--- src/rtl/ntt_stage_sched.sv ---
// Butterfly issue sequencer for an in-place Cooley-Tukey NTT over 2^LOGN points.
// Optional: define NTT_SCHED_STALL_EN to add a stall input that pauses issue in RUN.
module ntt_stage_sched #(
   parameter int LOGN = 8,
   parameter int PIPE = 8
) (
   input  logic            clk,
   input  logic            reset,
   input  logic            start,
`ifdef NTT_SCHED_STALL_EN
   input  logic            stall,
`endif
   output logic            ready,
   output logic            busy,
   output logic            done,
   output logic [LOGN-1:0] stage,
   output logic            rd_en,
   output logic [LOGN-1:0] rd_top,
   output logic [LOGN-1:0] rd_bot,
   output logic [LOGN-1:0] tw_addr,
   output logic            wr_en,
   output logic [LOGN-1:0] wr_top,
   output logic [LOGN-1:0] wr_bot
);

   localparam int N    = 1 << LOGN;
   localparam int HALF = N / 2;
   localparam int IW   = $clog2(HALF + PIPE) + 1;
   localparam int DW   = 2 * LOGN + 1;
   localparam logic [LOGN-1:0] ONE    = LOGN'(1);
   localparam logic [LOGN-1:0] J_LAST = LOGN'(HALF - 1);
   localparam logic [LOGN-1:0] S_LAST = LOGN'(LOGN - 1);

   typedef enum logic [1:0] {
      S_IDLE,
      S_RUN,
      S_DRAIN,
      S_DONE
   } state_t;

   state_t          state;
   logic [LOGN-1:0] j;
   logic            issue_q;
   logic            stall_i;
   logic [IW-1:0]   inflight;
   logic [DW-1:0]   dly [PIPE];

   logic [LOGN-1:0] ld_s, ld_j, d, g, k;
   logic [LOGN-1:0] a_top, a_bot, a_tw;
   int              sh;

`ifdef NTT_SCHED_STALL_EN
   assign stall_i = stall;
`else
   assign stall_i = 1'b0;
`endif

   assign rd_en = issue_q & ~stall_i;

   // Address of the butterfly that will be issued after the next edge.
   always_comb begin
      ld_s = stage;
      ld_j = j + ONE;
      if (state == S_IDLE) begin
         ld_s = '0;
         ld_j = '0;
      end else if (state == S_DRAIN) begin
         ld_s = stage + ONE;
         ld_j = '0;
      end
      sh    = LOGN - 1 - int'(ld_s);
      d     = LOGN'(HALF >> ld_s);
      g     = ld_j >> sh;
      k     = ld_j & (d - ONE);
      a_top = (g << (sh + 1)) | k;
      a_bot = a_top + d;
      a_tw  = (ONE << ld_s) + g;
   end

   always_ff @(posedge clk or negedge reset) begin
      if (!reset) begin
         state   <= S_IDLE;
         stage   <= '0;
         j       <= '0;
         issue_q <= 1'b0;
         rd_top  <= '0;
         rd_bot  <= '0;
         tw_addr <= '0;
         ready   <= 1'b1;
         busy    <= 1'b0;
         done    <= 1'b0;
      end else begin
         done <= 1'b0;
         unique case (state)
            S_IDLE: begin
               if (start) begin
                  state   <= S_RUN;
                  stage   <= '0;
                  j       <= '0;
                  issue_q <= 1'b1;
                  rd_top  <= a_top;
                  rd_bot  <= a_bot;
                  tw_addr <= a_tw;
                  ready   <= 1'b0;
                  busy    <= 1'b1;
               end
            end
            S_RUN: begin
               if (rd_en) begin
                  if (j == J_LAST) begin
                     state   <= S_DRAIN;
                     issue_q <= 1'b0;
                  end else begin
                     j       <= j + ONE;
                     rd_top  <= a_top;
                     rd_bot  <= a_bot;
                     tw_addr <= a_tw;
                  end
               end
            end
            S_DRAIN: begin
               if (inflight == '0) begin
                  if (stage == S_LAST) begin
                     state <= S_DONE;
                     busy  <= 1'b0;
                     done  <= 1'b1;
                  end else begin
                     state   <= S_RUN;
                     stage   <= stage + ONE;
                     j       <= '0;
                     issue_q <= 1'b1;
                     rd_top  <= a_top;
                     rd_bot  <= a_bot;
                     tw_addr <= a_tw;
                  end
               end
            end
            S_DONE: begin
               state <= S_IDLE;
               ready <= 1'b1;
            end
         endcase
      end
   end

   always_ff @(posedge clk or negedge reset) begin
      if (!reset) begin
         inflight <= '0;
      end else begin
         case ({rd_en, wr_en})
            2'b10:   inflight <= inflight + IW'(1);
            2'b01:   inflight <= inflight - IW'(1);
            default: inflight <= inflight;
         endcase
      end
   end

   // Write-back addresses ride alongside the datapath for PIPE cycles.
   always_ff @(posedge clk or negedge reset) begin
      if (!reset) begin
         for (int i = 0; i < PIPE; i++) dly[i] <= '0;
      end else begin
         dly[0] <= rd_en ? {1'b1, rd_top, rd_bot} : '0;
         for (int i = 1; i < PIPE; i++) dly[i] <= dly[i-1];
      end
   end

   assign {wr_en, wr_top, wr_bot} = dly[PIPE-1];

endmodule

--- config.mk ---
export PLATFORM = sky130hd
export DESIGN_NAME = ntt_stage_sched
export DESIGN_NICKNAME = d
export VERILOG_FILES = /design/src/rtl/ntt_stage_sched.sv
export SDC_FILE = /design/constraint.sdc
export NUM_CORES = 1
export LEC_CHECK = 0
export ABC_CLOCK_PERIOD_IN_PS = 4600
export CELL_PAD_IN_SITES_DETAIL_PLACEMENT = 0
export CELL_PAD_IN_SITES_GLOBAL_PLACEMENT = 1
export CORE_MARGIN = 2
export CORE_UTILIZATION = 43
export CTS_CLUSTER_DIAMETER = 50
export DETAILED_ROUTE_END_ITERATION = 16
export HOLD_SLACK_MARGIN = 0.05
export PLACE_DENSITY = 0.87
export SLEW_MARGIN = 20
export SYNTH_ARGS = -nofsm -noshare
export SYNTH_HDL_FRONTEND = slang
export SYNTH_SLANG_ARGS = --single-unit
--- constraint.sdc ---
create_clock -name clk -period 4.6 [get_ports clk]
set_input_delay 0.69 -clock clk [delete_from_list [all_inputs] [get_ports clk]]
set_output_delay 0.69 -clock clk [all_outputs]
set_load 0.02 [all_outputs]
# == Word-level counts from Yosys, hierarchy flattened ==
# Cells that the tools add are included.
# classes
eq_ne,14
n_reduce_logical,12
mux,53
shifts,4
n_addsub,9
n_bitwise,2
# ops
operator,count
$mux W8,26
$pmux W8 S3,4
$shl A8 B32 Y8,1
$shr A8 B32 Y8,1
$pmux W9 S2,1
$mux W17,1
$add A8 B1 Y8 const B,2
$add A8 B8 Y8,2
$pmux W8 S2,1
$reduce_and A4 Y1,4
$mux W1,11
$add A9 B2 Y10 const B,1
$mux W2,5
$ne A2 B2 Y1 const B,5
$add A9 B1 Y9 const B,1
$logic_not A9 Y1,1
$sub A3 B8 Y9 const A,1
$sub A9 B1 Y9 const B,1
$and A8 B8 Y8,1
$eq A8 B3 Y1 const B,1
$eq A8 B7 Y1 const B,1
$or A8 B8 Y8,1
$pmux W2 S4,1
$shl A1 B8 Y8 const A,1
12 further kinds,19
# totals
regBits,191
inputBits,3
wordCells,113
out_inout_bits,53

# == Longest topological paths before layout ==
# Gate-level depths: netlist (run 1).
# depth
word_depth,11
depth_mapped,23
mapped_depth_nobuf,21

# == Worst setup path after synthesis (run 1) ==
# No wires, ideal clock.
# synth_path
path_kind,register -> register
from,register stage[1]
to,register rd_bot[7]
period_less_slack_ns,4.803
stages_incl_launch_ff,23
setup_slack_ns,-0.203
setup_time_ns,0.071
path_buffers,2
arrival_ns,4.732
required_ns,4.529
cell_sequence,dfrtp_1 > ha_1 > buf_2 > and4b_1 > a211oi_1 > o22ai_1 > buf_2 > nor4_4 > nand3_1 > ha_1 > inv_1 > nor2_1 > a221oi_1 > o211ai_1 > a2bb2oi_1 > o221ai_2 > ha_1 > nand2_1 > o21ai_0 > o41ai_1 > xnor2_1 > or4_1 > nand4_1
# synth_between
elab_chain_cells,11
word_cells_on_any_way,21
cone_classes,add/sub: 5; eq/ne: 2; shift: 3; mux: 8; bitwise: 2; reduce/logical: 1
# synth_rtl
item,line,source
start: declaration,16,"output logic [LOGN-1:0] stage,"
start signal: assignment,129,stage <= stage + ONE;
$add A8 B1 Y8,68,ld_s = stage + ONE;
$mux W8 (*),67,end else if (state == S_DRAIN) begin
$mux W8 (*),64,if (state == S_IDLE) begin
$sub A3 B8 Y9 or $shr A8 B8 Y8 (tied branches),"71, 72",
"$add A9 B2 Y10, or another cell as far along",75,a_top = (g << (sh + 1)) | k;
$shl A8 B32 Y8 or $and A8 B8 Y8 (tied branches),"75, 74",
$or A8 B8 Y8 (*),75,
named net a_top[4],49,"logic [LOGN-1:0] a_top, a_bot, a_tw;"
$add A8 B8 Y8 (*),76,a_bot = a_top + d;
"$mux W8, on equally long branches","123, 110",
"$mux W8, on equally long branches","122, 109",
$pmux W8 S3 (*),94,unique case (state)
end signal: assignment,102,rd_bot <= a_bot;
end signal: assignment,116,rd_bot <= a_bot;
end signal: assignment,133,rd_bot <= a_bot;
end: declaration,19,"output logic [LOGN-1:0] rd_bot,"
# The timed path passes the listed nets; every way through them passes the cells marked *. The select of a mux whose other input is x is not followed.
# A chain may end at the register's enable or synchronous reset.

# == Final worst setup path (run 1) ==
# layout_path
from,register state[0]
to,register rd_bot[6]
# layout_between
elab_chain_cells,11
word_cells_on_any_way,29
cone_classes,add/sub: 4; eq/ne: 7; shift: 3; mux: 10; bitwise: 2; reduce/logical: 3
# layout_rtl
item,line,source
start: declaration,41,state_t state;
start signal: assignment,82,state <= S_IDLE;
start signal: assignment,97,state <= S_RUN;
start signal: assignment,111,state <= S_DRAIN;
$eq A2 B2 Y1,67,
$mux W8,67,
$mux W8,64,
$sub A3 B8 Y9 or $shr A8 B8 Y8 (tied branches),"71, 72",
"$add A9 B2 Y10, or another cell as far along",75,
$shl A8 B32 Y8 or $and A8 B8 Y8 (tied branches),"75, 74",
$or A8 B8 Y8 (*),75,
named net a_top[2],49,
$add A8 B8 Y8 (*),76,
"$mux W8, on equally long branches","123, 110",
"$mux W8, on equally long branches","122, 109",
$pmux W8 S3 (*),94,
# Marks and branches as above.

==> qor.csv, run 1 <==
metric;value;unit
status;completed;
CP endpoint kind;register;
Req. time, crit path;4.88;ns
Clock Latency Late Sink;0.43;ns
Pwr per Cell Area;452;nW/um^2
main flop type after synthesis;dfrtp_1;
Sequential Area;4790;um^2
first-pass GRT wire length;30.1;mm
Post-Place Cells;1077;
Final Slew Violations;0;
slowest stage cell, crit path;dfrtp_1;
Cells after Synth;757;
arrival time worst endpoint;4.65;ns
Worst Path Buf+Inv;3;
Setup Skew;0.0149;ns
final-layout fill cell count;1690;
met1 usage;0.261;
share of layout cells above drive strength 1;0.171;
First DRT Iteration DRCs;435;
antenna violations before repair;0;
routed wire length;18.3;mm
total grt overflow;0;
hold_ws;0.312;ns
Worst Path Max Fanout;11;
Sum Neg Setup Slack;0;ns
Post-CTS Hold Buffers;0;
Avg Cell Area, Syn;11.1;um^2
most numerous cell in the Yosys netlist;dfrtp_1;
cells along the critical path;buf_4 > or2_4 > a32o_2 > ha_1 > nand4_1 > buf_4 > nor4_1 > nand3_1 > o31a_1 > o221ai_2 > ha_1 > buf_4 > nor2b_1 > o21ai_0 > nand2b_1 > a21o_1 > a21oi_1 > xor2_1 > o21ai_0;
# setup viols final;0;
met3 Usage GRT;0.0310;
DIE AREA;20600;um^2
Top delay family on crit path;compound AO/OA/AOI/OAI gates;
number of global-route vias before repair;5597;
Root Buffer;clkbuf_16;
footprint of the multi-input gates;3390;um^2
final net count;871;
Seq/Total Area, Yosys;0.570;
Crit Path Class;register to register;
Post-Syn Nets;792;
worst min path class;input pin to async pin;
Die W;144;um
Place WS;-0.00860;ns
total CTS buffers;17;
CP startpoint kind;register;
pin count of the biggest net entering global routing;109;
Detailed Routing Iterations Pass 1;5;
CTS Sinks;191;
# IOs;56;
Slew headroom;0.400;
CTS clk-pin slew, worst paths;0.08;ns
Leakage;4.60;nW
post-synthesis cell type count;74;
final setup margin;0.237;ns
synth top area cells;dfrtp_1, ha_1, o21ai_0;
MaxCap Viol Count;0;
top cells by count, synth;dfrtp_1, nand2_1, o21ai_0;
initial cell density of the core;0.435;
fin cells;1114;
CTS tree;built;
busiest layer in global routing;met2;
unrepaired setup endpoints after global routing;false;
Syn. warnings;0;
final antenna-violating net count;0;
routed vias/inst;5.26;
Yosys top cell area share;0.567;
DP Wirelength;12.9;mm
CTS Buffer Depth;2;
Die H;144;um
FP Rows;51;
met2 Use GR;0.308;
ANT cells;0;
most used cell, CP;buf_4;
Hold Fails Final Rpt;0;
Peak VDD IR;0.000271;V
Yosys top cell by area;dfrtp_1;
Layout area overhead;22.0;%
Final min period;4.36;ns
async set-reset flop share out of synthesis;1.00;
synthesis-stage register bit count;191;
area of the mapped netlist;8390;um^2
Post-synth EDFFs;0;
GRT Overall Usage;0.190;
Vias;5863;
worst slew pin tran;0.901;ns
H-tree Lvls;4;
Max Fclk;229;MHz
Core Region;19300;um^2
Wirelength per Cell;16.4;um
period utilisation layout;0.949;
slowest cell delay on critical path;0.39;ns
Placer Congestion;0.953;
port buffer count;55;
DRC errors left;0;
==> worst register-to-register path: stages, from the launching register on <==
cell      delay [ns]
dfrtp_1         0.39
buf_4           0.19
or2_4           0.29
a32o_2          0.32
ha_1            0.35
nand4_1         0.21
buf_4           0.20
nor4_1          0.28
nand3_1         0.14
o31a_1          0.18
o221ai_2        0.20
ha_1            0.28
buf_4           0.15
nor2b_1         0.12
o21ai_0         0.18
nand2b_1        0.12
a21o_1          0.20
a21oi_1         0.17
xor2_1          0.15
o21ai_0         0.08
==> logic make-up after synthesis <==
| logic type | count (synthesis) | synth area share |
|---|---|---|
| compound gates | 180 | 0.146 |
| buf+inv | 76 | 0.0454 |
| fa+ha+maj | 32 | 0.0504 |
| flops | 191 | 0.570 |
| mux | 6 | 0.00806 |
| xor+xnor | 26 | 0.0272 |
| simple gates | 246 | 0.153 |
==> per-stage QoR <==
step / total power, mW / instance area (um^2) / util
after floorplan: 2.74 / 8430 / -
after global placement: 3.06 / 9420 / 0.489
after detailed placement: 3.11 / 9420 / 0.489
after CTS: 4.67 / 10100 / 0.523
after global routing: 4.85 / 10200 / 0.531
final: 4.62 / 10200 / 0.531
==> report_power, final <==
part / leakage [nW] / total, mW / switching [mW] / internal, mW
combinational: 1.87 / 0.805 / 0.447 / 0.358
clock: 0.311 / 1.54 / 0.724 / 0.814
sequential: 2.42 / 2.28 / 0.164 / 2.11
total: 4.60 / 4.62 / 1.33 / 3.28
==> registers in the layout, summed over array words and instances, names as in the netlist <==
| register | cells |
|---|---|
| busy | 1 |
| dly | 119 |
| done | 1 |
| inflight | 9 |
| j | 8 |
| rd_bot | 8 |
| rd_en | 1 |
| rd_top | 8 |
| ready | 1 |
| stage | 8 |
| state | 2 |
| tw_addr | 8 |
| wr_bot | 8 |
| wr_en | 1 |
| wr_top | 8 |
==> path summary, 6_finish.rpt <==
check / start / end / slack [ns] / cells after the start
max: state[0] / rd_bot[6] / 0.24 / 19
min: reset / stage[6] / 0.31 / 1
max reg2reg: state[0] / rd_bot[6] / 0.24 / 19
min reg2reg: dly[135] / dly[118] / 0.34 / 0
max in group asynchronous: reset / dly[40] / 3.29 / 2
min in group clk: dly[135] / dly[118] / 0.34 / 0
==> per-layer routing <==
layer | share of wire | wire length [um] | up-vias
li1 | - | - | 2849
met1 | 0.46 | 8480 | 2841
met2 | 0.48 | 8760 | 143
met3 | 0.033 | 608 | 30
met4 | 0.023 | 429 | 0
met5 | 0 | 0 | -
==> layout by cell type (no fill, tap or decap), types with 11 or more instances in the layout <==
cell type,instances
a21oi_1,22
and2_1,19
buf_4,55
clkbuf_16,17
clkdlybuf4s50_1,54
dfrtp_1,186
ha_1,25
inv_1,20
nand2_1,70
nand3_1,21
nor2_1,46
nor3_1,13
nor4_1,12
o211ai_1,11
o21ai_0,58
xnor2_1,12
xor2_1,13
==> layout make-up <==
class	count	area share
clock buffer	18	0.0429
tap	265	0.0324
inverter	25	0.00942
timing repair buffer	111	0.0965
sequential	191	0.468
multi-input combinational	490	0.331
clock inverter	14	0.0199
==> repair_timing <==
item	in CTS	in global routing
endpoints found under the hold margin	0	0
resized for setup	2	26
pin swaps	1	9
setup endpoints to repair	1	4
setup buffers	1	4
Power figures use the tool's default switching activity.
==> run 2: changes to the inputs <==
GPL_TIMING_DRIVEN = 0   (was default)
==> qor.csv, run 2 (same netlist as run 1, synthesis figures left out) <==
metric;value;unit;change
CP endpoint kind;register;;
worst reg2reg endpoint;rd_bot[7];;
worst slew pin tran;0.914;ns;+0.0130 ns
H-tree Lvls;4;;unchanged
Req. time, crit path;4.96;ns;+0.08 ns
pin count of the biggest net entering global routing;108;;-0.92%
final setup margin;0.00398;ns;-0.233 ns
arrival time worst endpoint;4.96;ns;+0.31 ns
worst min path class;input pin to async pin;;
commonest non-fill, non-tap cell in the layout;dfrtp_1;;
Top delay family on crit path;compound AO/OA/AOI/OAI gates;;
MaxCap Viol Count;0;;unchanged
Crit Path Class;register to register;;
port buffer count;55;;unchanged
initial cell density of the core;0.435;;unchanged
footprint of the multi-input gates;3660;um^2;+8.2%
FP Rows;51;;unchanged
Vias;6198;;+5.7%
FF-to-FF path depth;18;;-1
slowest cell delay on critical path;0.52;ns;+0.13 ns
# IOs;56;;unchanged
ANT cells;0;;unchanged
routed vias/inst;5.43;;+3.1%
Root Buffer;clkbuf_16;;
period utilisation layout;0.999;;+0.0506
CTS Buffer Depth;2;;unchanged
DRC errors left;0;;unchanged
GRT Overall Usage;0.198;;+0.00852
CTS clk-pin slew, worst paths;0.09;ns;about the same
first-pass GRT wire length;31.4;mm;+4.3%
Pwr per Cell Area;445;nW/um^2;-1.4%
number of flip-flops under the largest register name;119;;unchanged
Worst R2R Start;state[0];;
final net count;899;;+3.2%
# setup viols final;0;;unchanged
Setup Skew;0.0149;ns;+0.0000733 ns
Die H;144;um;unchanged
fin cells;1142;;+2.5%
DIE AREA;20600;um^2;unchanged
status;completed;;
Worst Path Buf+Inv;3;;unchanged
share of layout cells above drive strength 1;0.216;;+0.0447
Max Fclk;218;MHz;-5.1%
cells along the critical path;buf_6 > nand4b_1 > a32o_2 > buf_8 > buf_8 > ha_4 > and4_4 > nand2_4 > or3_4 > o31a_1 > o221ai_4 > ha_4 > a21oi_4 > o21ai_2 > o41ai_2 > xnor2_1 > or4_1 > nand4_1;;
antenna violations before repair;0;;unchanged
Core Region;19300;um^2;unchanged
Sequential Area;4790;um^2;about the same
Reg with most FFs;dly;;
Die W;144;um;unchanged
unrepaired setup endpoints after global routing;true;;
Clock Latency Late Sink;0.44;ns;about the same
number of global-route vias before repair;5896;;+5.3%
DP Wirelength;13.2;mm;+1.9%
CTS Sinks;191;;unchanged
First DRT Iteration DRCs;477;;+9.7%
register-to-register setup slack;0.004;ns;-0.23 ns
Worst Path Max Fanout;8;;-3
total grt overflow;0;;unchanged
hold_ws;0.249;ns;-0.0627 ns
top flop regs;dly (119), inflight (9);;
Leakage;4.75;nW;+3.3%
Slew headroom;0.391;;-0.00867
final antenna-violating net count;0;;unchanged
most frequent cells in the layout;dfrtp_1, nand2_1, o21ai_0, clkdlybuf4s50_1, buf_4;;
slowest stage cell, crit path;or4_1;;
CP startpoint kind;register;;
CTS tree;built;;
Peak VDD IR;0.000285;V;+5.2%
Final min period;4.60;ns;+0.233 ns
Detailed Routing Iterations Pass 1;5;;unchanged
Layout area overhead;27.7;%;
Hold Fails Final Rpt;0;;unchanged
total CTS buffers;17;;unchanged
Post-Place Cells;1078;;+0.093%
final-layout fill cell count;1652;;-2.2%
Placer Congestion;0.923;;-3.1%
Place WS;-0.745;ns;-0.737 ns
Final Slew Violations;0;;unchanged
routed wire length;20.0;mm;+9.4%
Wirelength per Cell;17.5;um;+6.7%
run 2: cell types whose count changed in the layout (fill, tap and decap cells not counted), sizes merged:
cell	before	now
clkinvlp	0	1
bufinv	1	0
clkbuf	19	33
buf	56	69
inv	31	33
clkinv	7	6
run 2: per-stage QoR:
stage / setup TNS, ns / util / instance area [um^2] / power, mW
2_1_floorplan: 0 / - / 8430 / 2.74
3_3_place_gp: -905.19 / 0.483 / 9310 / 3.08
3_5_place_dp: -1.59 / 0.485 / 9350 / 3.13
4_1_cts: -0.0853 / 0.528 / 10200 / 4.75
5_1_grt: -0.324 / 0.556 / 10700 / 5.01
6_report: 0 / 0.556 / 10700 / 4.77
run 2: worst register-to-register path, stage by stage (launching register included):
cell	delay, ns
dfrtp_1	0.45
buf_6	0.17
nand4b_1	0.20
a32o_2	0.28
buf_8	0.14
buf_8	0.12
ha_4	0.27
and4_4	0.23
nand2_4	0.06
or3_4	0.33
o31a_1	0.38
o221ai_4	0.25
ha_4	0.26
a21oi_4	0.17
o21ai_2	0.08
o41ai_2	0.35
xnor2_1	0.19
or4_1	0.52
nand4_1	0.09
run 2: layer usage:
| metal | vias up | part of all wire | track usage |
|---|---|---|---|
| met3 | 41 | 0.040 | 0.0320 |
| met1 | 3045 | 0.44 | 0.269 |
| met4 | 0 | 0.025 | 0.0671 |
| met2 | 211 | 0.50 | 0.325 |
| li1 | 2901 | - | - |
| met5 | - | 0 | 0 |
run 2: worst max path at each step:
stage,startpoint,endpoint,cells past startpoint
global placement,reset,stage[1],1
detailed placement,stage[1],rd_bot[7],22
global route,state[0],rd_bot[7],19
CTS,state[0],rd_bot[7],19
floorplan,stage[1],rd_bot[7],22
finish,state[0],rd_bot[7],18
run 2: timing repair:
action	4_1_cts	5_1_grt
endpoints found under the setup margin	5	5
buffers inserted	11	24
pin swaps	7	32
hold buffers	0	0
gates resized for setup	21	84
run 2: final cells by class:
cell class | instances | area share
Sequential cell | 191 | 0.447
Inverter | 25 | 0.00958
Clock inverter | 15 | 0.0203
Clock buffer | 17 | 0.0397
Timing Repair Buffer | 91 | 0.0793
Multi-Input combinational cell | 490 | 0.342
Tap cell | 265 | 0.0310
Buffer | 48 | 0.0306
run 2: report_power, final:
group	switching [mW]	total (mW)	internal, mW
combinational	0.492	0.940	0.448
sequential	0.182	2.30	2.11
clock	0.765	1.53	0.767
total	1.44	4.77	3.33
